`src/rtl/data_mem_bridge_if.sv`:
```
// CPU-side and memory-side channels of the data memory bridge.
// The master modport is the bridge's view; slave is the CPU/memory environment's view.
interface data_mem_bridge_if #(
    parameter int DATA_WIDTH = 32,
    parameter int ADDR_WIDTH = 32
);
    localparam int BE_WIDTH = DATA_WIDTH / 8;

    logic                  cpu_req_i;
    logic [BE_WIDTH-1:0]   cpu_we_i;
    logic [ADDR_WIDTH-1:0] cpu_addr_i;
    logic [DATA_WIDTH-1:0] cpu_wdata_i;
    logic [DATA_WIDTH-1:0] cpu_rdata_o;
    logic                  cpu_stall_o;

    logic                  mem_req_o;
    logic [BE_WIDTH-1:0]   mem_we_o;
    logic [ADDR_WIDTH-1:0] mem_addr_o;
    logic [DATA_WIDTH-1:0] mem_wdata_o;
    logic                  mem_ready_i;
    logic                  mem_rvalid_i;
    logic [DATA_WIDTH-1:0] mem_rdata_i;

    modport master (
        input  cpu_req_i, cpu_we_i, cpu_addr_i, cpu_wdata_i,
        output cpu_rdata_o, cpu_stall_o,
        output mem_req_o, mem_we_o, mem_addr_o, mem_wdata_o,
        input  mem_ready_i, mem_rvalid_i, mem_rdata_i
    );

    modport slave (
        output cpu_req_i, cpu_we_i, cpu_addr_i, cpu_wdata_i,
        input  cpu_rdata_o, cpu_stall_o,
        input  mem_req_o, mem_we_o, mem_addr_o, mem_wdata_o,
        output mem_ready_i, mem_rvalid_i, mem_rdata_i
    );
endinterface

```
`src/rtl/data_mem_bridge.sv`:
```
// MEM-stage to data-memory bridge: latches one load/store, stalls the pipeline until it completes.
// Optional watchdog enabled by defining DATA_MEM_BRIDGE_TIMEOUT_EN.
module data_mem_bridge #(
    parameter int DATA_WIDTH     = 32,
    parameter int ADDR_WIDTH     = 32,
    parameter int TIMEOUT_CYCLES = 255
) (
    input  logic                   clk,
    input  logic                   rst_n,
    data_mem_bridge_if.master      bus,
    output logic                   err_o,
    output logic [31:0]            stall_cnt_o
);
    localparam int BE_WIDTH = DATA_WIDTH / 8;

    localparam logic [1:0] IDLE   = 2'd0;
    localparam logic [1:0] REQ    = 2'd1;
    localparam logic [1:0] WAIT_R = 2'd2;
    localparam logic [1:0] DONE   = 2'd3;

    logic [1:0]            r_state;
    logic [1:0]            w_state_next;
    logic [ADDR_WIDTH-1:0] r_addr;
    logic [BE_WIDTH-1:0]   r_we;
    logic [DATA_WIDTH-1:0] r_wdata;
    logic [DATA_WIDTH-1:0] r_rdata;
    logic [31:0]           r_stall_cnt;

    logic w_is_load;
    logic w_busy;
    logic w_complete;
    logic w_timeout;
    logic w_abort;
    logic w_stall;

    assign w_is_load  = (r_we == '0);
    assign w_busy     = (r_state == REQ) || (r_state == WAIT_R);
    assign w_complete = ((r_state == REQ) && bus.mem_ready_i) ||
                        ((r_state == WAIT_R) && bus.mem_rvalid_i);

`ifdef DATA_MEM_BRIDGE_TIMEOUT_EN
    localparam logic [15:0] TIMEOUT_LAST = 16'(TIMEOUT_CYCLES - 1);

    logic [15:0] r_wdog;
    logic        r_err;

    // Watchdog fires on the cycle that would make the busy-cycle count reach the limit.
    assign w_timeout = w_busy && (r_wdog == TIMEOUT_LAST);

    always_ff @(posedge clk) begin
        if (!rst_n) begin
            r_wdog <= '0;
        end else if ((r_state == IDLE) && bus.cpu_req_i) begin
            r_wdog <= '0;
        end else if (w_busy) begin
            r_wdog <= r_wdog + 16'd1;
        end
    end

    always_ff @(posedge clk) begin
        if (!rst_n) begin
            r_err <= 1'b0;
        end else begin
            r_err <= w_abort;
        end
    end

    assign err_o = r_err;
`else
    assign w_timeout = 1'b0;
    assign err_o     = 1'b0;
`endif

    // A genuine completion on the same cycle as the watchdog limit wins.
    assign w_abort = w_timeout && !w_complete;

    always_comb begin
        w_state_next = r_state;
        case (r_state)
            IDLE: begin
                if (bus.cpu_req_i) begin
                    w_state_next = REQ;
                end
            end
            REQ: begin
                if (bus.mem_ready_i) begin
                    w_state_next = w_is_load ? WAIT_R : DONE;
                end else if (w_abort) begin
                    w_state_next = DONE;
                end
            end
            WAIT_R: begin
                if (bus.mem_rvalid_i || w_abort) begin
                    w_state_next = DONE;
                end
            end
            DONE: begin
                w_state_next = IDLE;
            end
            default: begin
                w_state_next = IDLE;
            end
        endcase
    end

    always_ff @(posedge clk) begin
        if (!rst_n) begin
            r_state <= IDLE;
            r_addr  <= '0;
            r_we    <= '0;
            r_wdata <= '0;
            r_rdata <= '0;
        end else begin
            r_state <= w_state_next;
            if ((r_state == IDLE) && bus.cpu_req_i) begin
                r_addr  <= bus.cpu_addr_i;
                r_we    <= bus.cpu_we_i;
                r_wdata <= bus.cpu_wdata_i;
            end
            if ((r_state == WAIT_R) && bus.mem_rvalid_i) begin
                r_rdata <= bus.mem_rdata_i;
            end else if (w_abort && w_is_load) begin
                r_rdata <= '1;
            end
        end
    end

    always_comb begin
        w_stall = 1'b0;
        case (r_state)
            IDLE:    w_stall = bus.cpu_req_i;
            REQ:     w_stall = 1'b1;
            WAIT_R:  w_stall = 1'b1;
            default: w_stall = 1'b0;
        endcase
    end

    always_ff @(posedge clk) begin
        if (!rst_n) begin
            r_stall_cnt <= '0;
        end else if (w_stall && (r_stall_cnt != '1)) begin
            r_stall_cnt <= r_stall_cnt + 32'd1;
        end
    end

    assign bus.cpu_stall_o = w_stall;
    assign bus.cpu_rdata_o = r_rdata;
    assign bus.mem_req_o   = (r_state == REQ);
    assign bus.mem_we_o    = r_we;
    assign bus.mem_addr_o  = r_addr;
    assign bus.mem_wdata_o = r_wdata;
    assign stall_cnt_o     = r_stall_cnt;
endmodule
```
`src/flat_wrapper.sv`:
```
// flat-port wrapper written by rule: the top's interface ports become plain ports
module data_mem_bridge_flat 
#(
    parameter int DATA_WIDTH     = 32,
    parameter int ADDR_WIDTH     = 32,
    parameter int TIMEOUT_CYCLES = 255
)
  (clk, rst_n, err_o, stall_cnt_o, bus_cpu_req_i, bus_cpu_we_i, bus_cpu_addr_i, bus_cpu_wdata_i, bus_cpu_rdata_o, bus_cpu_stall_o, bus_mem_req_o, bus_mem_we_o, bus_mem_addr_o, bus_mem_wdata_o, bus_mem_ready_i, bus_mem_rvalid_i, bus_mem_rdata_i);
  data_mem_bridge_if #(.DATA_WIDTH(DATA_WIDTH), .ADDR_WIDTH(ADDR_WIDTH)) bus_i ();
  input  logic clk;
  input  logic rst_n;
  output logic err_o;
  output logic [31:0] stall_cnt_o;
  input wire logic [$bits(bus_i.cpu_req_i)-1:0] bus_cpu_req_i;
  input wire logic [$bits(bus_i.cpu_we_i)-1:0] bus_cpu_we_i;
  input wire logic [$bits(bus_i.cpu_addr_i)-1:0] bus_cpu_addr_i;
  input wire logic [$bits(bus_i.cpu_wdata_i)-1:0] bus_cpu_wdata_i;
  output wire logic [$bits(bus_i.cpu_rdata_o)-1:0] bus_cpu_rdata_o;
  output wire logic [$bits(bus_i.cpu_stall_o)-1:0] bus_cpu_stall_o;
  output wire logic [$bits(bus_i.mem_req_o)-1:0] bus_mem_req_o;
  output wire logic [$bits(bus_i.mem_we_o)-1:0] bus_mem_we_o;
  output wire logic [$bits(bus_i.mem_addr_o)-1:0] bus_mem_addr_o;
  output wire logic [$bits(bus_i.mem_wdata_o)-1:0] bus_mem_wdata_o;
  input wire logic [$bits(bus_i.mem_ready_i)-1:0] bus_mem_ready_i;
  input wire logic [$bits(bus_i.mem_rvalid_i)-1:0] bus_mem_rvalid_i;
  input wire logic [$bits(bus_i.mem_rdata_i)-1:0] bus_mem_rdata_i;
  assign bus_i.cpu_req_i = bus_cpu_req_i;
  assign bus_i.cpu_we_i = bus_cpu_we_i;
  assign bus_i.cpu_addr_i = bus_cpu_addr_i;
  assign bus_i.cpu_wdata_i = bus_cpu_wdata_i;
  assign bus_cpu_rdata_o = bus_i.cpu_rdata_o;
  assign bus_cpu_stall_o = bus_i.cpu_stall_o;
  assign bus_mem_req_o = bus_i.mem_req_o;
  assign bus_mem_we_o = bus_i.mem_we_o;
  assign bus_mem_addr_o = bus_i.mem_addr_o;
  assign bus_mem_wdata_o = bus_i.mem_wdata_o;
  assign bus_i.mem_ready_i = bus_mem_ready_i;
  assign bus_i.mem_rvalid_i = bus_mem_rvalid_i;
  assign bus_i.mem_rdata_i = bus_mem_rdata_i;
  data_mem_bridge #(.DATA_WIDTH(DATA_WIDTH), .ADDR_WIDTH(ADDR_WIDTH), .TIMEOUT_CYCLES(TIMEOUT_CYCLES)) u_core (.clk(clk), .rst_n(rst_n), .bus(bus_i), .err_o(err_o), .stall_cnt_o(stall_cnt_o));
endmodule
```
`config.mk`:
```
export PLATFORM = sky130hd
export DESIGN_NAME = data_mem_bridge_flat
export DESIGN_NICKNAME = d
export VERILOG_FILES = /design/src/rtl/data_mem_bridge_if.sv /design/src/rtl/data_mem_bridge.sv /design/src/flat_wrapper.sv
export SDC_FILE = /design/constraint.sdc
export NUM_CORES = 1
export LEC_CHECK = 0
export CORE_MARGIN = 2
export CORE_UTILIZATION = 45
export CTS_CLUSTER_SIZE = 14
export DETAILED_ROUTE_END_ITERATION = 12
export PLACE_DENSITY = 0.86
export REMOVE_ABC_BUFFERS = 1
export SETUP_SLACK_MARGIN = 0.5
export SYNTH_ARGS = -nofsm -noshare
export SYNTH_HDL_FRONTEND = slang
export SYNTH_SLANG_ARGS = --single-unit
export TNS_END_PERCENT = 50
```
`constraint.sdc`:
```
create_clock -name clk -period 3.65 [get_ports clk]
set_input_delay 0.73 -clock clk [delete_from_list [all_inputs] [get_ports clk]]
set_output_delay 0.73 -clock clk [all_outputs]
set_load 0.02 [all_outputs]
```
## Word-level counts from Yosys, hierarchy flattened

Index checks and enable logic that the tools add are counted.

- Bits in registers: 134
- Latch bits: 0
- RAM bits: 0
- Bits in read-only memories: 0
- Input bits: 105
- Memories kept: 0

- Add/subtract/negate cells: 1
- Multipliers: 0
- Div/mod/pow operators: 0
- $lt $le $gt $ge: 0
- Eq/ne operators: 7
- Shifts and indexed selects: 0
- Mux-type cells: 6
- Bitwise operators: 0
- Reduce and logical (&&, ||, !) cells: 7

Operator list:

| cell | count |
|---|---|
| $add 32x1->32 const B | 1 |
| $ne 32x32->1 const B | 1 |
| $pmux 2 s4 | 1 |
| $mux 2 | 3 |
| $eq 2x2->1 const B | 2 |
| $logic_not 4->1 | 1 |
| $ne 2x2->1 const B | 2 |
| $logic_and 1x1->1 | 3 |
| $reduce_and 3->1 | 1 |
| $eq 2x1->1 const B | 1 |
| $logic_not 2->1 | 1 |
| $ne 2x1->1 const B | 1 |
| $pmux 1 s2 | 1 |
| $reduce_or 2->1 | 1 |
| $mux 1 | 1 |

## Longest topological paths before layout

Gate-level depths: netlist of the first run.

- Depth in word-level cells: 4
- Depth in mapped cells: 8

## Worst setup path before layout of the first run

Ideal clock, no wire load.

- Path type: input-to-reg
- Start: in bus_cpu_req_i
- End: reg u_core.r_stall_cnt[20] (netlist: u_core.stall_cnt_o[20])
- Library setup time: 72 ps
- Data arrival time: 2055 ps
- Required time: 3578 ps
- Path slack: 1523 ps
- Cell stages on the path: 5
- Buffers on the path: 0
- Cell sequence: a21oi_1 or4_4 a211oi_1 nor2b_1 mux2i_1

- Word-level cells in the longest chain between the ends: 2

RTL lines:

| element | line | text |
|---|---|---|
| start: declaration | flat_wrapper.sv:14 | `input wire logic [$bits(bus_i.cpu_req_i)-1:0] bus_cpu_req_i;` |
| $pmux 1 s2 | data_mem_bridge.sv:130 | `case (r_state)` |
| $logic_and 1x1->1 | data_mem_bridge.sv:141 | `end else if (w_stall && (r_stall_cnt != '1)) begin` |
| end signal: assignment | data_mem_bridge.sv:142 | `r_stall_cnt <= r_stall_cnt + 32'd1;` |
| end: declaration | data_mem_bridge.sv:27 | `logic [31:0] r_stall_cnt;` |

No other way between the ends.
A chain may end at the register's enable or synchronous reset.

## Final worst setup path of the first run

- Start: in bus_cpu_req_i
- End: out bus_cpu_stall_o

- Word-level cells in the longest chain between the ends: 1

RTL lines:

| element | line | text |
|---|---|---|
| $pmux 1 s2 | data_mem_bridge.sv:130 |  |
| end: declaration | flat_wrapper.sv:19 | `output wire logic [$bits(bus_i.cpu_stall_o)-1:0] bus_cpu_stall_o;` |

No other way between the ends.

==> results of run 1 <==
per-layer routing:
layer  vias up  global-route usage  part of all wire
li1       2641                   -                 -
met1      2463               0.276              0.38
met2       234               0.433              0.49
met3        44              0.0887             0.089
met4         0               0.136             0.041
met5         -                   0                 0
critical path, delay by kind of cell:
kind | cells | cell delay [ns]
and+or+nand+nor | 1 | 0.18
buffers and inverters | 2 | 1.20
AOI/OAI and AO/OA | 1 | 0.13
power groups by stage:
stage	logic (mW)	clock network [mW]	registers (mW)
finish	1.55	1.66	1.78
global route	1.68	1.76	1.81
CTS	1.56	1.69	1.79
detailed placement	1.55	0	1.81
global placement	1.50	0	1.80
floorplan	0.560	0	2.03
final cells by class:
class                   instances  area share
multi-input cells             464       0.283
clock buffers                  19      0.0546
well taps                     143      0.0216
inverters                      10     0.00483
clock inverters                13      0.0158
flip-flops and latches        134       0.324
repair buffers                243       0.296
state kept, by name, indices dropped and copies added (netlist names):
register / cells
u_core.bus.mem_we_o: 4
u_core.r_state: 2
u_core.bus.mem_addr_o: 32
u_core.bus.cpu_rdata_o: 32
u_core.bus.mem_wdata_o: 32
u_core.stall_cnt_o: 32
layout by cell type, fill, tap and decap left out, drive strengths merged, types with 3 or more instances in the layout:
| cell | n |
|---|---|
| dfxtp | 134 |
| buf | 5 |
| nand3 | 10 |
| nand4 | 8 |
| nand2 | 219 |
| clkdlybuf4s50 | 238 |
| o31ai | 8 |
| o21ai | 15 |
| nor2 | 10 |
| inv | 10 |
| clkbuf | 19 |
| or4 | 8 |
| and4 | 7 |
| clkinv | 6 |
| mux2i | 5 |
| or3 | 12 |
| nand2b | 3 |
| ha | 6 |
| clkinvlp | 5 |
| a21oi | 120 |
| and3 | 5 |
| xnor2 | 5 |
worst paths after layout:
kind                            cells past startpoint  slack [ns]                   endpoint                       from
worst max-delay path                                4        0.67            bus_cpu_stall_o              bus_cpu_req_i
worst min-delay path                                2        0.45  u_core.bus.mem_addr_o[11]  u_core.bus.mem_addr_o[11]
worst max register to register                      7        1.21     u_core.stall_cnt_o[30]          u_core.r_state[1]
worst min register to register                      2        0.45  u_core.bus.mem_addr_o[11]  u_core.bus.mem_addr_o[11]
per-stage QoR:
stage          cells  hold slack, ns  cell area [um2]  utilization  setup WS (ns)
2_1_floorplan    608           0.530             5060            -           1.42
3_3_place_gp     994           0.441             7700        0.677          0.655
3_5_place_dp     994           0.446             7700        0.677          0.626
4_1_cts         1026           0.453             8290        0.729          0.565
5_1_grt         1026           0.469             8290        0.729          0.610
6_report        1026           0.452             8290        0.729          0.671
cells by family (layout without fill, tap and decap cells):
group | after synthesis | after routing | synth area share
flops | 134 | 134 | 0.514
mux | 5 | 5 | 0.00959
buf+inv | 49 | 285 | 0.0376
xor+xnor | 7 | 7 | 0.0117
simple gates | 290 | 290 | 0.249
other cells | 1 | 1 | 0.000719
compound gates | 155 | 155 | 0.163
fa+ha+maj | 6 | 6 | 0.0144
==> summary.txt, run 1 <==
Outcome
  – Outcome: finished clean

Clock network
  – Post-CTS Resized: 0
  – Cts hold-fix bufs: 0
  – # Post-CTS Setup Buffers: 0
  – CTS buffer count: 17
  – Clk sink count: 134
  – Clock Path Buffers: 2
  – Htree depth: 4
  – Clk_lat worst skew: between 0.4 and 0.5 ns
  – Clock Tree Root: clkbuf_16
  – Worst-path clk slew: roughly 0.050 ns
  – TritonCTS clock tree: yes

Power
  – Worst vdd ir: about 0.38 mV
  – PnR Total Power: between 4 and 5 mW
  – Comb power frac: 0.310
  – LEAKAGE: between 2 and 3 nW
  – Switch share: 0.327
  – Pwr Density: around 600 nW/um2
  – Clk pwr share: 0.333
  – Internal Power: between 3 and 4 mW
  – Sequential power share: 0.357
  – P_sw: 1.63 mW

Worst setup path
  – Crit path cell chain: clkdlybuf4s50_1 > a21oi_2 > nor2_1 > clkdlybuf4s50_1
  – Slowest stage delay, CP: ~0.64 ns
  – Setup Crit Path Kind: in -> out
  – Maximum fanout along the worst path: 4
  – Critical Path End Type: primary output
  – CP required: roughly 2.9 ns
  – Startpoint class of the critical path: input port
  – Critical Path AT: 2.25 ns
  – Crit-path slowest cell: clkdlybuf4s50_1
  – Cell mode on critical path: clkdlybuf4s50_1

Timing
  – Fmax: roughly 340 MHz
  – Setup-failing EPs final: 0
  – Setup_tns: 0 ns
  – Final min period: 2.98 ns
  – Hold Vio Cnt, Final: 0
  – RSZ-0062 raised after global routing: false
  – Fin crit share: 0.816
  – Setup Skew: 0.00605 ns
  – Slew HR: 0.275
  – Max Slew Vio Count: 0
  – Worst-Margin Slew: between 1 and 1.5 ns

Routing
  – Post-route DRC violation count: 0
  – WL per Instance: 15.2 um
  – Drt first pass iters: 4
  – Total number of vias: ~5.4k
  – DR iter-0 viols: about 420
  – Drt total wl: between 15 and 20 mm
  – Post-DRT Antenna Nets: 0
  – Avg Vias per Cell: roughly 5.2

Final layout
  – Filler cells: 839
  – Layout cells sized above 1: 0.0555
  – Reg area: about 2700 um2
  – # diodes: 0
  – Area of the multi-input gates: 2350 um2
  – Layout Nets: 981
  – Area Overhead vs Synth: 58.9%

Min path
  – Hold/Removal Path Class: reg -> reg

Synthesis
  – Seq/Total Area, Yosys: 0.514
  – Synth Register Bits: between 100 and 150
  – Synth Instances: around 650
  – Ys async rst share: 0
  – Top cells by area, synth: dfxtp_1 (51%), nand2_1 (16%), a21oi_1 (12%)
  – Syn Std Cell Area: around 5200 um2
  – Avg Inst Size Synth: 8.07 um2
  – Yosys warnings: 0
  – Post-synth EDFFs: 0
  – Count of cell types in the netlist: 47
  – Top cell type's share of synthesized area: 0.514
  – Count leader, synth: nand2_1
  – Dominant synthesized flop cell: dfxtp_1
  – Most area-hungry cell type in the Yosys netlist: dfxtp_1
  – Post-synth top cells: nand2_1 (219), dfxtp_1 (134), a21oi_1 (120)

Floorplanning
  – Die area: between 10000 and 15000 um2
  – Chip height: 112 um
  – Core area: 11400 um2
  – Row count: 39
  – Die X: 112 um
  – Initial core utilization: 0.459
  – Top Ports: 240

GRT
  – Initial antenna violation count: 0
  – Gr ovfl total: 0
  – Tot GR Track Use: 0.253
  – Largest net degree at the start of global routing: 66
  – First-pass GRT wire length: between 20 and 30 mm
  – Vias in the first global route: approximately 5.4k

Flow run
  – Max-cap violations: 0

Placed design
  – I/O Buffers: around 240
  – HPWL after DPL: about 11 mm
  – Final GP Congestion: ~0.79
(Power assumes the default switching activity.)
==> run 2: changes to the inputs <==
Settings changed: CORE_UTILIZATION 45 to 41, PLACE_DENSITY 0.86 to 0.8.
Clock period 3.65 ns to 3.08 ns, I/O delays scaled along.
==> summary.txt, run 2 (synthesis gave the netlist of run 1 again) <==
Worst setup path
  – Worst path depth: 5
  – Maximum fanout along the worst path: 5
  – Setup Crit Path Kind: reg -> out
  – Critical Path AT: between 1.5 and 2 ns
  – CP startpoint: u_core.r_state[0]
  – Critical Path End Type: primary output
  – Reg2Reg Depth: 7
  – Reg2reg end: u_core.stall_cnt_o[17]
  – Crit-path slowest cell: dfxtp_1
  – WP buf/inv: 2
  – Setup crit end: bus_cpu_stall_o
  – Crit path cell chain: inv_1 > ha_1 > a21oi_4 > nor2_1 > dlygate4sd2_1
  – Slowest stage delay, CP: 0.36 ns
  – CP required: between 2 and 2.5 ns
  – Crit-path leading delay family: buffers and inverters
  – Startpoint class of the critical path: flip-flop
  – Crit Reg-Reg Startpoint: u_core.r_state[1]
  – R2r setup slk: 0.79 ns

Routing
  – Post-route DRC violation count: 0
  – Drt first pass iters: 4
  – Avg Vias per Cell: between 4 and 5
  – Drt total wl: about 15 mm
  – DR iter-0 viols: 325
  – Total number of vias: roughly 5.3k
  – WL per Instance: 13.8 um
  – Post-DRT Antenna Nets: 0

Power
  – Worst vdd ir: between 0.5 and 0.6 mV
  – Pwr Density: 730 nW/um2
  – PnR Total Power: around 6.2 mW
  – P_sw: ~1.9 mW
  – LEAKAGE: 3.01 nW
  – Comb power frac: 0.298
  – Internal Power: approximately 4.3 mW
  – Clk pwr share: 0.362
  – Switch share: 0.311
  – Sequential power share: 0.341

Final layout
  – Commonest cells after routing, fill and taps aside: clkdlybuf4s50_1 (237), nand2_1 (218), dfxtp_1 (134), a21oi_1 (119), clkbuf_16 (17)
  – Final std cells w/o fill: 1061
  – Area Overhead vs Synth: 61.9%
  – Area of the multi-input gates: between 2000 and 2500 um2
  – Layout cells sized above 1: 0.0607
  – Filler cells: between 1k and 1.5k
  – Reg area: 2680 um2
  – Util after Layout: 0.675
  – Most common cell after layout, fill and taps aside: clkdlybuf4s50_1
  – Final instance area: between 8000 and 9000 um2
  – Layout Nets: around 990
  – # diodes: 0

Placed design
  – Dpl ws: between 0.2 and 0.25 ns
  – Final GP Congestion: around 0.8
  – Dpl cell area: between 7000 and 8000 um2
  – Placed Cells: 1029
  – HPWL after DPL: ~10 mm
  – I/O Buffers: between 200 and 250

Timing
  – Max Slew Vio Count: 0
  – Slew HR: 0.459
  – RSZ-0062 raised after global routing: true
  – Final min period: between 2 and 3 ns
  – Fmax: ~400 MHz
  – Setup ws final: 0.577 ns
  – Setup-failing EPs final: 0
  – Setup_tns: 0 ns
  – Fin crit share: 0.813
  – Hold slack final: 0.451 ns
  – Worst-Margin Slew: a little over 0.8 ns
  – Setup Skew: 0.00765 ns
  – Hold Vio Cnt, Final: 0

Floorplanning
  – Chip height: approximately 120 um
  – Row count: 41
  – Die area: 13600 um2
  – Initial core utilization: 0.417
  – Core area: between 10000 and 15000 um2
  – Die X: 117 um
  – Top Ports: 240

Clock network
  – Htree depth: 4
  – Worst-path clk slew: 0.06 ns
  – Clk_lat worst skew: about 0.42 ns
  – # Post-CTS Setup Buffers: 0
  – Clock Tree Root: clkbuf_16
  – CTS buffer count: 17
  – TritonCTS clock tree: yes
  – Cts hold-fix bufs: 0
  – Clk sink count: ~130
  – Clock Path Buffers: 2

Min path
  – Hold Path Origin: u_core.bus.mem_wdata_o[14]
  – Hold/Removal Path Class: reg -> reg

GRT
  – Tot GR Track Use: 0.219
  – Gr ovfl total: 0
  – Vias in the first global route: just under 5k
  – First-pass GRT wire length: about 23 mm
  – Initial antenna violation count: 0
  – Largest net degree at the start of global routing: 70

Flow run
  – Max-cap violations: 0

Outcome
  – Outcome: finished clean
-- run 2: cell count changes in the layout (fill, tap and decap cells not counted), moves of 2 or more --
cell,previous run,this run
buf_4,2,8
bufinv_16,2,5
clkinv_2,5,2
clkinvlp_4,5,3
-- run 2: power by group through the flow --
stage	Sequential (mW)	Combinational [mW]	Clock, mW
CTS	2.11	1.86	2.27
detailed placement	2.14	1.84	0
global route	2.14	2.02	2.34
floorplan	2.41	0.664	0
global placement	2.13	1.83	0
finish	2.10	1.84	2.23
-- run 2: tightest hold or removal path: stages (launching register included) --
cell and delay [ns]:
dfxtp_1 0.30, nand2_1 0.05, a21oi_1 0.05
-- run 2: area by class of cell --
| type | count | area share |
|---|---|---|
| inverters | 10 | 0.00474 |
| clock inverters | 12 | 0.0237 |
| flip-flops and latches | 134 | 0.317 |
| clock buffers | 20 | 0.0540 |
| multi-input cells | 464 | 0.279 |
| well taps | 172 | 0.0255 |
| repair buffers | 249 | 0.296 |
-- run 2: repair_timing --
item	in CTS	in global routing
endpoints found under the setup margin	1	3
gates resized for setup	3	0
pin swaps	0	0
-- run 2: worst min-delay path by stage --
stage,endpoint,slack (ns),cells past startpoint
floorplan,u_core.r_state[1],0.53,2
global placement,u_core.bus.mem_wdata_o[8],0.44,2
detailed placement,u_core.bus.mem_wdata_o[22],0.45,2
CTS,u_core.bus.mem_addr_o[0],0.45,2
global route,u_core.bus.cpu_rdata_o[14],0.47,2
finish,u_core.bus.mem_wdata_o[14],0.45,2
-- run 2: metal layers --
metal	vias up	track usage	wire, um
li1	2649	-	-
met1	2401	0.250	5870
met2	183	0.360	7010
met3	18	0.0994	1520
met4	0	0.0886	223
met5	-	0	0
